==> src/rtl/hash_ti_pkg.sv <==
// Shared constants, state encoding and the xorshift64 step for the Ascon TI hash front end.
package hash_ti_pkg;

  localparam int N_LANES = 8;
  localparam int SH_A    = 13;
  localparam int SH_B    = 7;
  localparam int SH_C    = 17;

  // Lanes 0..6 feed r0..r6, lane 7 is the mask lane.
  localparam logic [N_LANES-1:0][63:0] LANE_K = {
    64'h589965CC75374CC3, 64'h8EBC6AF09C88C6E3,
    64'hE7037ED1A0B428DB, 64'hA0761D6478BD642F,
    64'hD6E8FEB86659FD93, 64'h94D049BB133111EB,
    64'hBF58476D1CE4E5B9, 64'h9E3779B97F4A7C15
  };

  typedef enum logic [2:0] {
    ST_COLLECT = 3'd0,
    ST_MASK1   = 3'd1,
    ST_MASK2   = 3'd2,
    ST_START   = 3'd3,
    ST_WAIT    = 3'd4,
    ST_HOLD    = 3'd5,
    ST_RELEASE = 3'd6
  } state_t;

  function automatic logic [63:0] xorshift64_next(input logic [63:0] x);
    logic [63:0] t;
    t = x ^ (x << SH_A);
    t = t ^ (t >> SH_B);
    t = t ^ (t << SH_C);
    return t;
  endfunction

endpackage

==> src/rtl/xorshift64_lane.sv <==
// One free-running xorshift64 lane; reseeding never lands on the all-zero lock-up state.
module xorshift64_lane
  import hash_ti_pkg::*;
#(
  parameter logic [63:0] K = 64'h0000_0000_0000_0001
) (
  input  logic        clk,
  input  logic        rst,
  input  logic [63:0] seed,
  input  logic        load,
  output logic [63:0] state
);

  logic [63:0] load_val_s;
  logic [63:0] next_s;

  // Next lane value: seeded value (zero replaced by K) or one xorshift step
  always_comb begin
    load_val_s = seed ^ K;
    if (load) begin
      if (load_val_s == 64'd0) begin
        next_s = K;
      end else begin
        next_s = load_val_s;
      end
    end else begin
      next_s = xorshift64_next(state);
    end
  end

  // Lane state register
  always_ff @(posedge clk or negedge rst) begin
    if (!rst) begin
      state <= K;
    end else begin
      state <= next_s;
    end
  end

endmodule

==> src/rtl/hash_msg_loader.sv <==
// Byte-stream message assembler, mask/randomness source and start sequencer
// for the threshold-implementation Ascon hash core.
module hash_msg_loader
  import hash_ti_pkg::*;
#(
  parameter int Y = 40
) (
  input  logic          clk,
  input  logic          rst,
  input  logic [7:0]    s_data,
  input  logic          s_valid,
  input  logic          s_last,
  output logic          s_ready,
  input  logic [63:0]   seed,
  input  logic          seed_load,
  output logic [Y-1:0]  message,
  output logic [Y-1:0]  random_m1,
  output logic [Y-1:0]  random_m2,
  output logic [63:0]   r0,
  output logic [63:0]   r1,
  output logic [63:0]   r2,
  output logic [63:0]   r3,
  output logic [63:0]   r4,
  output logic [63:0]   r5,
  output logic [63:0]   r6,
  output logic          core_start,
  input  logic          core_ready,
  output logic          busy,
  input  logic          hash_ack,
  output logic          err
);

  localparam int NB = Y / 8;
  localparam int CW = (NB > 1) ? $clog2(NB) : 1;
  localparam logic [CW-1:0] LAST_CNT = CW'(NB - 1);

  if (((Y % 8) != 0) || (Y < 8) || (Y > 64)) begin : g_bad_y
    $fatal(1, "hash_msg_loader: Y must be a multiple of 8 in 8..64");
  end

  logic [N_LANES-1:0][63:0] lane_s;
  logic [Y-1:0]             mask_word_s;
  state_t                   state_r;
  state_t                   next_state_s;
  logic [CW-1:0]            cnt_r;
  logic                     beat_s;
  logic                     last_beat_s;
  logic                     frame_err_s;
  logic                     core_start_s;
  logic                     busy_s;
  logic                     s_ready_s;

  for (genvar i = 0; i < N_LANES; i++) begin : g_lane
    xorshift64_lane #(.K(LANE_K[i])) u_lane (
      .clk   (clk),
      .rst   (rst),
      .seed  (seed),
      .load  (seed_load),
      .state (lane_s[i])
    );
  end

  assign r0 = lane_s[0];
  assign r1 = lane_s[1];
  assign r2 = lane_s[2];
  assign r3 = lane_s[3];
  assign r4 = lane_s[4];
  assign r5 = lane_s[5];
  assign r6 = lane_s[6];
  assign mask_word_s = Y'(lane_s[7] >> (64 - Y));

  assign beat_s      = s_valid & s_ready;
  assign last_beat_s = (cnt_r == LAST_CNT);
  // A beat is malformed when s_last disagrees with the byte position.
  assign frame_err_s = beat_s & (s_last ^ last_beat_s);

  // FSM state and registered control outputs
  always_ff @(posedge clk or negedge rst) begin
    if (!rst) begin
      state_r    <= ST_COLLECT;
      core_start <= 1'b0;
      busy       <= 1'b0;
      s_ready    <= 1'b1;
    end else begin
      state_r    <= next_state_s;
      core_start <= core_start_s;
      busy       <= busy_s;
      s_ready    <= s_ready_s;
    end
  end

  // Next-state decision
  always_comb begin
    next_state_s = state_r;
    case (state_r)
      ST_COLLECT: begin
        if (beat_s && s_last && last_beat_s) begin
          next_state_s = ST_MASK1;
        end else begin
          next_state_s = ST_COLLECT;
        end
      end
      ST_MASK1:   next_state_s = ST_MASK2;
      ST_MASK2:   next_state_s = ST_START;
      ST_START:   next_state_s = ST_WAIT;
      ST_WAIT:    next_state_s = core_ready ? ST_HOLD : ST_WAIT;
      ST_HOLD:    next_state_s = hash_ack ? ST_RELEASE : ST_HOLD;
      ST_RELEASE: next_state_s = ST_COLLECT;
      default:    next_state_s = ST_COLLECT;
    endcase
  end

  // Control outputs decoded from the next state so they register alongside it
  always_comb begin
    core_start_s = 1'b0;
    busy_s       = 1'b0;
    s_ready_s    = 1'b0;
    case (next_state_s)
      ST_COLLECT: s_ready_s = 1'b1;
      ST_START, ST_RELEASE: begin
        core_start_s = 1'b1;
        busy_s       = 1'b1;
      end
      ST_WAIT, ST_HOLD: busy_s = 1'b1;
      default: s_ready_s = 1'b0;
    endcase
  end

  // Byte assembly, framing check and mask share capture
  always_ff @(posedge clk or negedge rst) begin
    if (!rst) begin
      cnt_r     <= '0;
      message   <= '0;
      random_m1 <= '0;
      random_m2 <= '0;
      err       <= 1'b0;
    end else begin
      case (state_r)
        ST_COLLECT: begin
          if (frame_err_s) begin
            err     <= 1'b1;
            cnt_r   <= '0;
            message <= '0;
          end else if (beat_s) begin
            for (int b = 0; b < NB; b++) begin
              if (cnt_r == CW'(b)) begin
                message[Y-1-8*b -: 8] <= s_data;
              end
            end
            cnt_r <= last_beat_s ? '0 : cnt_r + CW'(1);
          end
        end
        ST_MASK1:   random_m1 <= mask_word_s;
        ST_MASK2:   random_m2 <= mask_word_s;
        ST_RELEASE: begin
          message <= '0;
          cnt_r   <= '0;
        end
        default: cnt_r <= cnt_r;
      endcase
    end
  end

endmodule
==> config.mk <==
export PLATFORM = sky130hd
export DESIGN_NAME = hash_msg_loader
export DESIGN_NICKNAME = d
export VERILOG_FILES = /design/src/rtl/hash_ti_pkg.sv /design/src/rtl/xorshift64_lane.sv /design/src/rtl/hash_msg_loader.sv
export SDC_FILE = /design/constraint.sdc
export NUM_CORES = 2
export LEC_CHECK = 0
export ABC_AREA = 1
export BUFFER_PORTS_ARGS = -buffer_cell sky130_fd_sc_hd__buf_2
export CAP_MARGIN = 25
export CORE_ASPECT_RATIO = 0.6
export CORE_MARGIN = 2
export CORE_UTILIZATION = 25
export DETAILED_ROUTE_END_ITERATION = 6
export PLACE_DENSITY_LB_ADDON = 0.3
export SETUP_SLACK_MARGIN = 0.15
export SYNTH_ARGS = -nofsm -noshare
export SYNTH_HDL_FRONTEND = slang
export SYNTH_SLANG_ARGS = --single-unit
==> constraint.sdc <==
create_clock -name clk -period 1.89 [get_ports clk]
set_input_delay 0.189 -clock clk [delete_from_list [all_inputs] [get_ports clk]]
set_output_delay 0.189 -clock clk [all_outputs]
set_load 0.1 [all_outputs]
# After elaboration in Yosys (flattened, before gate mapping)
# Index checks and enable logic that the tools add are counted.
[word_totals]
ff_bits = 642
latch_bits = 0
mem_bits_rw = 0
romBits = 0
out_inout_bits = 572
elab_cells = 135
mem_count = 0
[op_classes]
n_addsub = 1
multipliers = 0
n_div = 0
order_cmp = 0
n_eq_ne = 20
n_shift = 0
mux = 35
n_bitwise = 35
n_reduce_logical = 23
[ops]
columns = ["operator", "n"]
rows = [
  ["64-bit two-way mux", 16],
  ["64-bit XOR", 16],
  ["64-bit logical NOT", 8],
  ["64-bit by 57-bit XOR with 64-bit output", 8],
  ["32-bit inverter", 4],
  ["40-bit two-way mux", 2],
  ["40-bit case mux with 2 select lines", 1],
  ["8-bit two-way mux", 5],
  ["39-bit inverter", 1],
  ["38-bit inverter", 1],
  ["36-bit inverter", 1],
  ["29-bit inverter", 1],
  ["3-bit equality test (second input constant)", 7],
  ["3-bit inequality test (second input constant)", 6],
  ["3-bit case mux with 6 select lines", 1],
  ["3-bit by 2-bit equality test with 1-bit output (second input constant)", 5],
  ["3-bit AND reduction", 5],
  ["3-bit logical NOT", 3],
  ["3-bit two-way mux", 3],
  ["3-bit by 1-bit equality test with 1-bit output (second input constant)", 2],
  ["3-bit case mux with 2 select lines", 1],
  ["1-bit two-way mux", 5],
  ["2-bit AND reduction", 2],
  ["4-bit OR reduction", 1],
  ["7 further kinds", 9],
]

# Longest topological paths before layout
[logic_depth]
word_depth = 8
mapped_depth = 12

# Hierarchy
# A second synthesis with hierarchy kept.
[hier_totals]
cells_unflattened = 7060
area_unflattened_um2 = 45610.0
[modules_own_cells]
columns = ["module", "instances", "cells_per_inst", "area_per_inst_um2"]
rows = [
  ["hash_msg_loader", 1, 580, 5263.8],
  ["xorshift64_lane (g_lane[3].u_lane)", 1, 898, 5251.3],
  ["xorshift64_lane (g_lane[0].u_lane)", 1, 836, 5091.1],
  ["xorshift64_lane (g_lane[4].u_lane)", 1, 813, 5084.9],
  ["xorshift64_lane (g_lane[6].u_lane)", 1, 809, 5081.1],
  ["xorshift64_lane (g_lane[1].u_lane)", 1, 809, 5048.6],
  ["xorshift64_lane (g_lane[7].u_lane)", 1, 789, 4933.5],
  ["xorshift64_lane (g_lane[5].u_lane)", 1, 754, 4928.5],
  ["xorshift64_lane (g_lane[2].u_lane)", 1, 772, 4927.2],
]

# Worst setup path after synthesis
# OpenSTA, ideal clock, no wires.
[synth_path]
kind = "reg2reg"
start = "reg g_lane[2].u_lane.state[27]"
end = "reg g_lane[2].u_lane.state[27]"
setup_time_ps = 129
t_arrival_ps = 1928
required_ps = 1761
slack_ps = -167
path_stages_with_launch = 8
n_path_buf = 1
period_less_slack_ps = 2057
cell_sequence = "dfrtp_1 clkbuf_2 nor2_1 nor2_1 xor2_1 nand2_1 nand2_1 o21ai_0"
[synth_between]
elab_chain_len = 4
[synth_rtl]
columns = ["item", "line_no", "source"]
rows = [
  ["from (decl)", "xorshift64_lane.sv:11", "output logic [63:0] state"],
  ["from (signal assigned)", "xorshift64_lane.sv:36", "state <= next_s;"],
  ["64-bit XOR", "hash_ti_pkg.sv:29", "t = x ^ (x << SH_A);"],
  ["64-bit by 57-bit XOR with 64-bit output", "hash_ti_pkg.sv:30", "t = t ^ (t >> SH_B);"],
  ["64-bit XOR", "hash_ti_pkg.sv:31", "t = t ^ (t << SH_C);"],
  ["64-bit two-way mux", "xorshift64_lane.sv:20", "if (load) begin"],
  ["via g_lane[2].u_lane.next_s[27]", "xorshift64_lane.sv:15", "logic [63:0] next_s;"],
]
# The timed path passes the listed nets, and every way through them passes these cells.
# A chain may end at the register's enable or synchronous reset.

# Worst setup path in the final report
[layout_path]
start = "reg g_lane[6].u_lane.state[37]"
end = "out r6[37]"
[layout_lines]
columns = ["item", "line_no", "source"]
rows = [
  ["from (decl)", "xorshift64_lane.sv:11", ""],
  ["from (signal assigned)", "xorshift64_lane.sv:36", ""],
  ["to (decl)", "hash_msg_loader.sv:25", "output logic [63:0] r6,"],
]
# No word-level cell between the ends.

==> flow_summary.yaml <==
floorplanning:
  initial_core_util_pct: 25.3
  dieWidth_um: 535
  die_y_um: 323
  std_cell_rows: 116
  core_um2: 167000
  fp.dieArea_um2: 173000
  num_io_pins: 651
synth:
  synth-edff-count: 0
  ys.flop_type: "dfrtp_1"
  synth_nets: 6313
  synth_area_um2: 42300
  yosysSeqAreaShare_pct: 38.7
  syn_inst: 6229
  ys_ff_latch: 642
  avgSynthCellArea_um2: 6.80
  synth_cell_type_count: 41
  async_reset_ff_share_pct: 100
  yosys_warnings: 0
clocking:
  cts_tree: "built"
  cts_made_buffers: 76
  cts_num_sinks: 642
  clkSlewWorstSetupHoldPaths_ps: 70
  root_buffer: "clkbuf_16"
  cts_max_path_buffers: 3
  clk_latency_ps: 720
  cts_max_level: 3
worst_setup_path:
  critical_path_class: "reg2out"
  worstReg2RegEnd: "g_lane[6].u_lane.state[36]"
  cp-start-kind: "register"
  cp_max_fo: 2
  cp_data_arrival_time_ps: 1620
  regToRegStartpoint: "g_lane[6].u_lane.state[23]"
  required_ps: 1700
  worst-r2r-setup-slack_ps: 130
  end_kind: "output port"
  ff2ff_path_depth: 11
routing:
  wirelength_um: 241000
  via_count: 46300
  routed_via_density: 4.76
  post_drt_wl_per_cell_um: 24.8
  drtAntennaViolNets: 0
  route.detailed.drc: 0
  drt_iter0_markers: 5104
  drt-pass1-iter-count: 6
timing:
  slew_violations: 0
  fin_skew_ps: 45.3
  relSlewSlack_pct: 57.7
  max_slew.worst_pin.slew_ps: 635
  hold_viol: 0
  period_needed_ps: 1810
  min_period_over_period_pct: 95.9
  rsz0062_at_grt: "true"
  setup_ws_ps: 78.3
  setup_viol: 0
  timing.fmax_ghz: 0.552
worst_hold_path:
  hold-path-cell-count: 6
  hp-start: "s_valid"
  holdPathEnd: "cnt_r[0]"
  holdCritPathClass: "in2reg"
global_routing:
  grt_pass1_vias: 42200
  grt_pass1_wl_um: 327000
  gr-usage-all-layers_pct: 26.9
  grt_max_degree: 68
  antenna_found_initial: 33
  gr-total-overflow: 0
layout:
  nFillCells: 17600
  drive_gt1_share_pct: 26.7
  fin_nets: 7491
  area_growth_pct: 44.1
placement:
  gp_congestion: 0.976
  dp_hpwl_um: 185000
  place_ws_ps: -340
  portBuffers: 650
outcome:
  status: "finished clean"
flow_run:
  drv_cap: 0
critical path, cell delays in order, from the launching register on:
cell and delay [ps]:
dfstp_2 610, buf_6 130, buf_12 160
synthesized netlist by cell type, types with 50 or more instances:
library cell	count	area share, %
a21oi_1	145	1.7
a21oi_2	50	1.0
clkbuf_1	81	0.72
dfrtp_1	371	22
dfstp_2	271	17
inv_1	655	5.8
nand2_1	2726	24
nand3_1	253	3.0
nor2_1	563	5.0
o21ai_0	251	3.0
xnor2_1	420	8.7
xor2_1	250	5.2
placed cells by master (no fill, tap or decap), types with 20 or more instances in the layout:
| master | Yosys | layout |
|---|---|---|
| a21oi_1 | 145 | 131 |
| a21oi_2 | 50 | 64 |
| buf_12 | 0 | 260 |
| buf_2 | 37 | 118 |
| buf_4 | 1 | 540 |
| buf_6 | 16 | 92 |
| clkbuf_16 | 0 | 80 |
| clkbuf_4 | 0 | 150 |
| dfrtp_1 | 371 | 214 |
| dfrtp_2 | 0 | 156 |
| dfstp_2 | 271 | 253 |
| dlygate4sd3_1 | 0 | 62 |
| inv_1 | 655 | 642 |
| inv_2 | 8 | 20 |
| nand2_1 | 2726 | 2675 |
| nand2_2 | 3 | 53 |
| nand3_1 | 253 | 247 |
| nor2_1 | 563 | 538 |
| nor2_2 | 7 | 27 |
| o21ai_0 | 251 | 242 |
| o21ai_1 | 19 | 27 |
| or2_2 | 28 | 25 |
| xnor2_1 | 420 | 400 |
| xnor2_2 | 0 | 20 |
| xor2_1 | 250 | 232 |
area by class of cell:
cell class | instances | area [um^2] | area share, %
diodes | 7 | 17.5 | 0.0287
clock inverters | 33 | 405 | 0.664
inverters | 664 | 2500 | 4.10
repair buffers | 1243 | 13000 | 21.2
flip-flops and latches | 642 | 16700 | 27.3
multi-input cells | 4780 | 23400 | 38.4
well taps | 2242 | 2810 | 4.60
clock buffers | 108 | 2230 | 3.66
metrics by stage:
stage	hold slack, ps	cells	utilization, %	TNS, ps	area (um^2)
after detailed placement	112	9299	30.5	-12090	51100
after global routing	35.2	9714	36.4	0	61000
final	24.1	9719	36.4	0	61000
after global placement	119	9299	30.5	-19590	51100
after floorplan	-107	6229	-	0	42600
after CTS	11.6	9669	35.4	0	59200
state kept, by name, indices dropped and copies added, names as in the netlist:
signal,flops
g_lane.u_lane.state,512
message,40
random_m1,40
random_m2,40
cnt_r,3
state_r,3
busy,1
core_start,1
err,1
s_ready,1
metal layers:
| metal | track usage, % | up-vias | wire [um] |
|---|---|---|---|
| li1 | - | 21300 | - |
| met1 | 37.8 | 22300 | 106000 |
| met2 | 38.4 | 2257 | 97600 |
| met3 | 7.66 | 396 | 26100 |
| met4 | 10.6 | 28 | 11200 |
| met5 | 0 | - | 195 |
repair_timing:
| item | CTS | global route |
|---|---|---|
| hold buffers | 63 | 0 |
| gates cloned | 0 | 6 |
| gates resized for setup | 1027 | 419 |
| setup endpoints to repair | 571 | 539 |
| setup buffers | 166 | 37 |
| pin swaps | 1 | 18 |
| hold endpoints to repair | 352 | 0 |
worst max-delay path by stage:
stage                                from  depth (start not counted)  slack [ps]                    endpoint
4_1_cts        g_lane[6].u_lane.state[37]                          2          20                      r6[37]
2_1_floorplan  g_lane[0].u_lane.state[41]                          6         150  g_lane[0].u_lane.state[51]
3_5_place_dp                     seed[23]                          9        -340   g_lane[4].u_lane.state[2]
6_report       g_lane[6].u_lane.state[37]                          2          80                      r6[37]
5_1_grt        g_lane[6].u_lane.state[37]                          2          40                      r6[37]
3_3_place_gp                     seed[23]                          9        -380   g_lane[4].u_lane.state[5]
cell families after synthesis:
family                   Yosys count  synth area share [%]
AND/OR/NAND/NOR                 3625                  33.5
buffers and inverters            810                  7.59
XOR/XNOR                         670                  13.9
flip-flops                       642                  38.7
AO/OA/AOI/OAI                    477                  6.16
adder cells (fa/ha/maj)            5                 0.148
Power is left out: the tool's default activity adds up to more than one toggle a clock period on the data nets, which glitch-free logic cannot reach.
